<file path="src/rtl/bist_pkg.sv">
// Shared switch/BIST constants and the debounce counter width helper.
package bist_pkg;

  localparam int SW_WIDTH        = 4;
  localparam int DB_CYCLES_SIM   = 10;
  localparam int DB_CYCLES_HW    = 1_000_000;
  localparam int SYNC_STAGES_DEF = 2;

  // Counter must hold 0..cycles-1; a single-cycle debounce still needs one bit.
  function automatic int db_cnt_width(input int cycles);
    return (cycles > 1) ? $clog2(cycles) : 1;
  endfunction

endpackage

</file>
<file path="src/rtl/sw_debounce_if.sv">
// Switch conditioning bundle: raw pins in, clean levels/edges/status out.
// Carries chg_cnt only when SW_DEBOUNCE_CHGCNT_EN is defined.
interface sw_debounce_if #(
  parameter int WIDTH = 4
);

  // No handshake: sw_raw is sampled every clk edge; outputs are levels and
  // single-cycle pulses valid on every cycle, with no ready/back-pressure.
  logic [WIDTH-1:0] sw_raw;
  logic [WIDTH-1:0] sw_db;
  logic [WIDTH-1:0] sw_rise;
  logic [WIDTH-1:0] sw_fall;
  logic             sw_any;
  logic             stable;
`ifdef SW_DEBOUNCE_CHGCNT_EN
  logic [7:0]       chg_cnt;
`endif

  modport master (
    output sw_raw,
    input  sw_db,
    input  sw_rise,
    input  sw_fall,
    input  sw_any,
`ifdef SW_DEBOUNCE_CHGCNT_EN
    input  chg_cnt,
`endif
    input  stable
  );

  modport slave (
    input  sw_raw,
    output sw_db,
    output sw_rise,
    output sw_fall,
    output sw_any,
`ifdef SW_DEBOUNCE_CHGCNT_EN
    output chg_cnt,
`endif
    output stable
  );

endinterface

</file>
<file path="src/rtl/sw_db_bit.sv">
// One switch bit: synchronizer chain, qualification counter, clean level and
// registered rise/fall pulses.
module sw_db_bit
  import bist_pkg::*;
#(
  parameter int SYNC_STAGES = SYNC_STAGES_DEF,
  parameter int DB_CYCLES   = DB_CYCLES_SIM
) (
  input  logic clk,
  input  logic rst,
  input  logic raw,
  output logic db,
  output logic rise,
  output logic fall,
  output logic idle
);

  localparam int            CW      = db_cnt_width(DB_CYCLES);
  localparam logic [CW-1:0] CNT_MAX = CW'(DB_CYCLES - 1);

  logic [SYNC_STAGES-1:0] sync;
  logic                   s;
  logic [CW-1:0]          cnt;
  logic                   differ;
  logic                   qualify;

  assign s       = sync[SYNC_STAGES-1];
  assign differ  = (s != db);
  assign qualify = differ && (cnt == CNT_MAX);
  assign idle    = (cnt == '0);

  always_ff @(posedge clk or posedge rst) begin
    if (rst) begin
      sync <= '0;
    end else begin
      sync <= {sync[SYNC_STAGES-2:0], raw};
    end
  end

  // Any bounce back to the accepted level restarts qualification from zero.
  always_ff @(posedge clk or posedge rst) begin
    if (rst) begin
      cnt  <= '0;
      db   <= 1'b0;
      rise <= 1'b0;
      fall <= 1'b0;
    end else begin
      rise <= qualify &  s;
      fall <= qualify & ~s;
      if (!differ) begin
        cnt <= '0;
      end else if (qualify) begin
        db  <= s;
        cnt <= '0;
      end else begin
        cnt <= cnt + CW'(1);
      end
    end
  end

endmodule

</file>
<file path="src/rtl/sw_debounce.sv">
// Per-bit switch synchronizer/debouncer feeding the BIST sw input.
// Optional activity counter chg_cnt when SW_DEBOUNCE_CHGCNT_EN is defined.
module sw_debounce
  import bist_pkg::*;
#(
  parameter int WIDTH       = SW_WIDTH,
  parameter int SYNC_STAGES = SYNC_STAGES_DEF,
  parameter int DB_CYCLES   = DB_CYCLES_SIM
) (
  input  logic           clk,
  input  logic           rst,
  sw_debounce_if.slave   sw
);

  logic [WIDTH-1:0] idle;

  for (genvar i = 0; i < WIDTH; i++) begin : g_bit
    sw_db_bit #(
      .SYNC_STAGES (SYNC_STAGES),
      .DB_CYCLES   (DB_CYCLES)
    ) u_bit (
      .clk  (clk),
      .rst  (rst),
      .raw  (sw.sw_raw[i]),
      .db   (sw.sw_db[i]),
      .rise (sw.sw_rise[i]),
      .fall (sw.sw_fall[i]),
      .idle (idle[i])
    );
  end

  assign sw.sw_any = |sw.sw_db;
  assign sw.stable = &idle;

`ifdef SW_DEBOUNCE_CHGCNT_EN
  logic [7:0] chg_cnt_q;
  logic       any_edge;

  // One count per active cycle regardless of how many bits moved together.
  assign any_edge = |(sw.sw_rise | sw.sw_fall);

  always_ff @(posedge clk or posedge rst) begin
    if (rst) begin
      chg_cnt_q <= '0;
    end else if (any_edge) begin
      chg_cnt_q <= chg_cnt_q + 8'd1;
    end
  end

  assign sw.chg_cnt = chg_cnt_q;
`endif

endmodule

</file>
<file path="src/flat_wrapper.sv">
// flat-port wrapper written by rule: the top's interface ports become plain ports
module sw_debounce_flat import bist_pkg::*;
#(
  parameter int WIDTH       = SW_WIDTH,
  parameter int SYNC_STAGES = SYNC_STAGES_DEF,
  parameter int DB_CYCLES   = DB_CYCLES_SIM
)
  (clk, rst, sw_sw_raw, sw_sw_db, sw_sw_rise, sw_sw_fall, sw_sw_any, sw_stable);
  sw_debounce_if #(.WIDTH(WIDTH)) sw_i ();
  input  logic clk;
  input  logic rst;
  input wire logic [$bits(sw_i.sw_raw)-1:0] sw_sw_raw;
  output wire logic [$bits(sw_i.sw_db)-1:0] sw_sw_db;
  output wire logic [$bits(sw_i.sw_rise)-1:0] sw_sw_rise;
  output wire logic [$bits(sw_i.sw_fall)-1:0] sw_sw_fall;
  output wire logic [$bits(sw_i.sw_any)-1:0] sw_sw_any;
  output wire logic [$bits(sw_i.stable)-1:0] sw_stable;
  assign sw_i.sw_raw = sw_sw_raw;
  assign sw_sw_db = sw_i.sw_db;
  assign sw_sw_rise = sw_i.sw_rise;
  assign sw_sw_fall = sw_i.sw_fall;
  assign sw_sw_any = sw_i.sw_any;
  assign sw_stable = sw_i.stable;
  sw_debounce #(.WIDTH(WIDTH), .SYNC_STAGES(SYNC_STAGES), .DB_CYCLES(DB_CYCLES)) u_core (.clk(clk), .rst(rst), .sw(sw_i));
endmodule
</file>
<file path="config.mk">
export PLATFORM = sky130hd
export DESIGN_NAME = sw_debounce_flat
export DESIGN_NICKNAME = d
export VERILOG_FILES = /design/src/rtl/bist_pkg.sv /design/src/rtl/sw_debounce_if.sv /design/src/rtl/sw_db_bit.sv /design/src/rtl/sw_debounce.sv /design/src/flat_wrapper.sv
export SDC_FILE = /design/constraint.sdc
export NUM_CORES = 1
export LEC_CHECK = 0
export ABC_AREA = 1
export CAP_MARGIN = 20
export CORE_UTILIZATION = 45
export DETAILED_ROUTE_END_ITERATION = 6
export DONT_BUFFER_PORTS = 1
export SLEW_MARGIN = 0
export SYNTH_ARGS = -nofsm -noshare
export SYNTH_HDL_FRONTEND = slang
export SYNTH_SLANG_ARGS = --single-unit
</file>
<file path="constraint.sdc">
create_clock -name clk -period 2.1 [get_ports clk]
set_input_delay 0.63 -clock clk [delete_from_list [all_inputs] [get_ports clk]]
set_output_delay 0.63 -clock clk [all_outputs]
set_load 0.05 [all_outputs]
</file>
---- Yosys cells after proc, flatten, opt, wreduce, memory -nomap -nowiden ----
Cells that the tools add are included.
storage, ports and cells
  register bits after elaboration ......... 36
  input bits .............................. 6
  output and inout port bits .............. 14
  logic and storage cells ................. 66
cells by class
  $add $sub $neg .......................... 4
  eq/ne operators ......................... 8
  mux-type cells .......................... 8
  bitwise operators ....................... 12
  reduce and logical (&&, ||, !) cells .... 14
operator list
  operator             number
  $mux 4               8
  $add 4x1->4 const B  4
  $eq 4x4->1 const B   4
  $logic_not 4->1      4
  $and 1x1->1          8
  $reduce_and 2->1     4
  $logic_and 1x1->1    4
  $ne 1x1->1           4
  $not 1->1            4
  $reduce_and 4->1     1
  $reduce_or 4->1      1

---- Logic depth before layout (Yosys ltp) ----
  word-level depth ........................ 4
  gate-level depth with buffers ........... 6
  depth with buffers taken out ............ 6

---- Hierarchy ----
Synthesis repeated with hierarchy kept, for this count alone.
unflattened totals
  cells, all modules ...................... 170
  area total of the unflattened synthesis .. 1,644.1 sq um
by module, submodules not included
  module       times used  cells each  area an instance (sq um)  sequential area each (sq um)
  sw_db_bit    4           41          405.4                     225.2
  sw_debounce  1           6           22.5                      0.0

---- Worst setup path after synthesis ----
OpenSTA, ideal clock, no wires.
  path kind ............................... register -> output
  start ................................... register u_core.g_bit[1].u_bit.cnt[0]
  end ..................................... output sw_stable
  arrival ................................. 1,432 ps
  required time ........................... 1,470 ps
  setup slack ............................. 38 ps
  cell stages (with the launch flop) ...... 7
  buffers on the path ..................... 0
  cell sequence ........................... dfrtp_1 > inv_1 > ha_1 > nand2_1 > nor2_1 > nand2_1 > nor2_1
on the way
  longest elaborated chain between the ends .. 2
ends and longest elaborated chain
  item                      RTL line            text
  start: declaration        sw_db_bit.sv:23     logic [CW-1:0] cnt;
  start signal: assignment  sw_db_bit.sv:56     cnt <= cnt + CW'(1);
  $logic_not 4->1           sw_db_bit.sv:30     assign idle = (cnt == '0);
  $reduce_and 4->1          sw_debounce.sv:33   assign sw.stable = &idle;
  end: declaration          flat_wrapper.sv:17  output wire logic [$bits(sw_i.stable)-1:0] sw_stable;
Every way passes these cells.

---- Worst setup path in the final report ----
  start ................................... register u_core.g_bit[2].u_bit.cnt[0]
  end ..................................... output sw_stable
on the way
  longest elaborated chain between the ends .. 2
ends and longest elaborated chain
  item                      RTL line
  start: declaration        sw_db_bit.sv:23
  start signal: assignment  sw_db_bit.sv:56
  $logic_not 4->1           sw_db_bit.sv:30
  $reduce_and 4->1          sw_debounce.sv:33
Every way passes these cells.

==> results_dict.tcl <==
set metrics [dict create \
    grt_usage_pct 15.2 \
    synth_seq_area_share_pct 53.1 \
    finalWirelength_um 2570 \
    largest_net_degree_at_the_start_of_global_routing 37 \
    numPortBuffers 0 \
    synth-seq-cells 36 \
    slack_of_the_critical_path_ns 0.0873 \
    worst_hold_slack_ns 0.334 \
    via_count 1058 \
    cts_hold_buf 0 \
    achievable-frequency_mhz 497 \
    clkSlewWorstSetupHoldPaths_ns 0.07 \
    ant_nets 0 \
    worst_setup_path_start_kind "flip-flop" \
    hold_path.class "in -> async" \
    cts-root-buf "clkbuf_8" \
    crit_fanout 5 \
    die_w_um 63.4 \
    insertion_delay_ns 0.28 \
    floorplan.die_area_um2 4020 \
    number_of_max_slew_violations_in_the_final_report 0 \
    multiInputGateArea_um2 593 \
    register_area_um2 903 \
    drt-pass1-iter-count 4 \
    worst_pin_slew_ns 0.460 \
    drt_drc_violations_left 0 \
    htree_levels 2 \
    wire_per_inst_um 11.4 \
    timing.critical_path.arrival_ns 1.38 \
    hpwlAfterDp_um 1900 \
    relSlewSlack_pct 69.4 \
    clock_sink_count 36 \
    critical_path.max_stage_delay_ns 0.43 \
    overflow 0 \
    antenna-diode-count 0 \
    num_rows 21 \
    leakagePower_nw 0.941 \
    power_mw 1.59 \
    outcome "finished, final reports clean" \
    layout_min_cycle_time_ns 2.01 \
    route.detailed.vias_per_inst 4.68 \
    grt_first_pass_wirelength_um 4620 \
    initial_utilization_pct 48.9 \
    critical-path-slowest-cell "dfrtp_2" \
    die_h_um 63.4 \
    gpl.final_weighted_congestion 0.704 \
    clock_tree_from_tritoncts "done" \
    p_per_area_nw_per_um2 854 \
    initial_antenna_violation_count 0 \
    cap_violations 0 \
    timing.critical_path.required_ns 1.47 \
    layout-area-overhead-vs-synth_pct 9.74 \
    finalHoldViolCount 0 \
    post-route-period-util_pct 95.8 \
    final_layout_size_suffix_gt1_share_pct 23.9 \
    critical_path_class "reg -> out" \
    synthesis.area_per_instance_um2 9.80 \
    cells_along_the_critical_path "inv_1 > ha_1 > nand2_1 > nor2_2 > nand2_1 > nor2_2 > buf_6" \
    layout.nets 198 \
    final.fill_count 318 \
    via_count_of_the_first_global_routing_pass 1085 \
    synthDistinctLibCells 15 \
    synth_fp_nets 191 \
    syn-cell-area_um2 1700 \
    cts_max_path_buffers 2 \
    setup_viol 0 \
    core_area_um2 3470 \
    finalClockSkew_ns 0.00231 \
    endpoint_kind "primary output" \
    yosysWarnings 0 \
    syn_inst 173 \
    dpl_worst_slack_ns 0.307 \
    cts_made_buffers 5 \
    power.ir.vdd_worst_uv 428 \
    first_iter_violations 53 \
    io-pin-count 20 \
]
==> final timing paths <==
check                                                   startpoint                                 endpoint  slack [ns]  cells past startpoint
max                         u_core.g_bit[2].u_bit.cnt[0]$_DFF_PP0_                                sw_stable        0.09                      7
min                                                            rst     u_core.g_bit[2].u_bit.fall$_DFF_PP0_        0.33                      2
max reg2reg                 u_core.g_bit[1].u_bit.cnt[1]$_DFF_PP0_     u_core.g_bit[1].u_bit.db$_DFFE_PP0P_        0.91                      6
min reg2reg                u_core.g_bit[2].u_bit.sync[0]$_DFF_PP0_  u_core.g_bit[2].u_bit.sync[1]$_DFF_PP0_        0.35                      0
max in group asynchronous                                      rst   u_core.g_bit[1].u_bit.cnt[0]$_DFF_PP0_        1.42                      2
min in group clk           u_core.g_bit[2].u_bit.sync[0]$_DFF_PP0_  u_core.g_bit[2].u_bit.sync[1]$_DFF_PP0_        0.35                      0
==> registers in the layout (all words and copies together) (netlist names) <==
name and count:
u_core.g_bit.u_bit.db 4, u_core.g_bit.u_bit.sync 8, u_core.g_bit.u_bit.rise 4, u_core.g_bit.u_bit.fall 4
u_core.g_bit.u_bit.cnt 16
==> logic make-up after synthesis <==
kind of cell | Yosys count | synth area share [%]
compound gates | 4 | 1.48
xor+xnor | 4 | 2.07
fa+ha+maj | 12 | 8.86
buf+inv | 43 | 12.2
flops | 36 | 53.1
simple gates | 74 | 22.3
==> worst max-delay path: cells and delay by family (launching register included) <==
| kind | cells | cell delay, ns |
|---|---|---|
| adder cells (fa/ha/maj) | 1 | 0.13 |
| buffers and inverters | 2 | 0.22 |
| flip-flops | 1 | 0.43 |
| AND/OR/NAND/NOR | 4 | 0.31 |
==> where the power goes <==
| part | switching (mW) | total [mW] | leakage, nW | internal (mW) |
|---|---|---|---|---|
| clock network | 0.217 | 0.508 | 0.0503 | 0.292 |
| logic | 0.179 | 0.290 | 0.419 | 0.111 |
| registers | 0.0486 | 0.790 | 0.472 | 0.742 |
| total | 0.445 | 1.59 | 0.941 | 1.14 |
==> routing by layer <==
| layer | wire length [um] | vias to the layer above | GRT usage (%) | part of all wire [%] |
|---|---|---|---|---|
| met1 | 1100 | 509 | 16.5 | 43 |
| li1 | - | 524 | - | - |
| met2 | 1330 | 21 | 27.7 | 51 |
| met5 | 0 | - | 0 | 0 |
| met4 | 35 | 0 | 5.97 | 1.4 |
| met3 | 110 | 4 | 4.17 | 4.3 |
==> repair_timing <==
item	4_1_cts	5_1_grt
gates resized for setup	0	7
setup endpoints to repair	0	1
buffers inserted	0	5
==> cell usage in the layout, fill, tap and decap left out <==
master / synthesis / final
buf_6: 0 / 1
xnor2_1: 4 / 4
nand3_1: 4 / 4
dfrtp_1: 36 / 34
inv_1: 27 / 25
o21bai_1: 2 / 2
nor2_1: 21 / 19
clkbuf_8: 0 / 7
o21ai_0: 2 / 2
buf_4: 12 / 11
nand2_2: 4 / 4
nand3_4: 4 / 4
nand2_1: 29 / 29
inv_2: 4 / 6
nand4_1: 6 / 6
nor2_2: 6 / 8
dfrtp_2: 0 / 2
ha_1: 12 / 12
==> cell usage after synthesis (all sizes together) <==
master	number	area share, %
buf	12	5.3
ha	12	8.9
inv	31	6.9
o21bai	2	0.89
o21ai	2	0.59
dfrtp	36	53
nor2	27	6.9
xnor2	4	2.1
nand3	8	5.3
nand4	6	2.2
nand2	33	7.9
==> cell type report <==
class | count | share of cell area (%)
clock buffers | 7 | 5.18
inverters | 31 | 6.25
multi-input cells | 94 | 31.9
flip-flops and latches | 36 | 48.6
well taps | 46 | 3.09
repair buffers | 12 | 5.04
==> through the flow <==
step                      TNS (ns)  area (um^2)  utilization (%)  instances
after detailed placement         0         1720             49.5        214
final                            0         1860             53.6        226
after floorplan                  0         1700                -        173
after global placement           0         1720             49.5        214
after global routing       -0.0211         1860             53.6        226
after CTS                        0         1810             52.2        221
(Power assumes the default switching activity.)
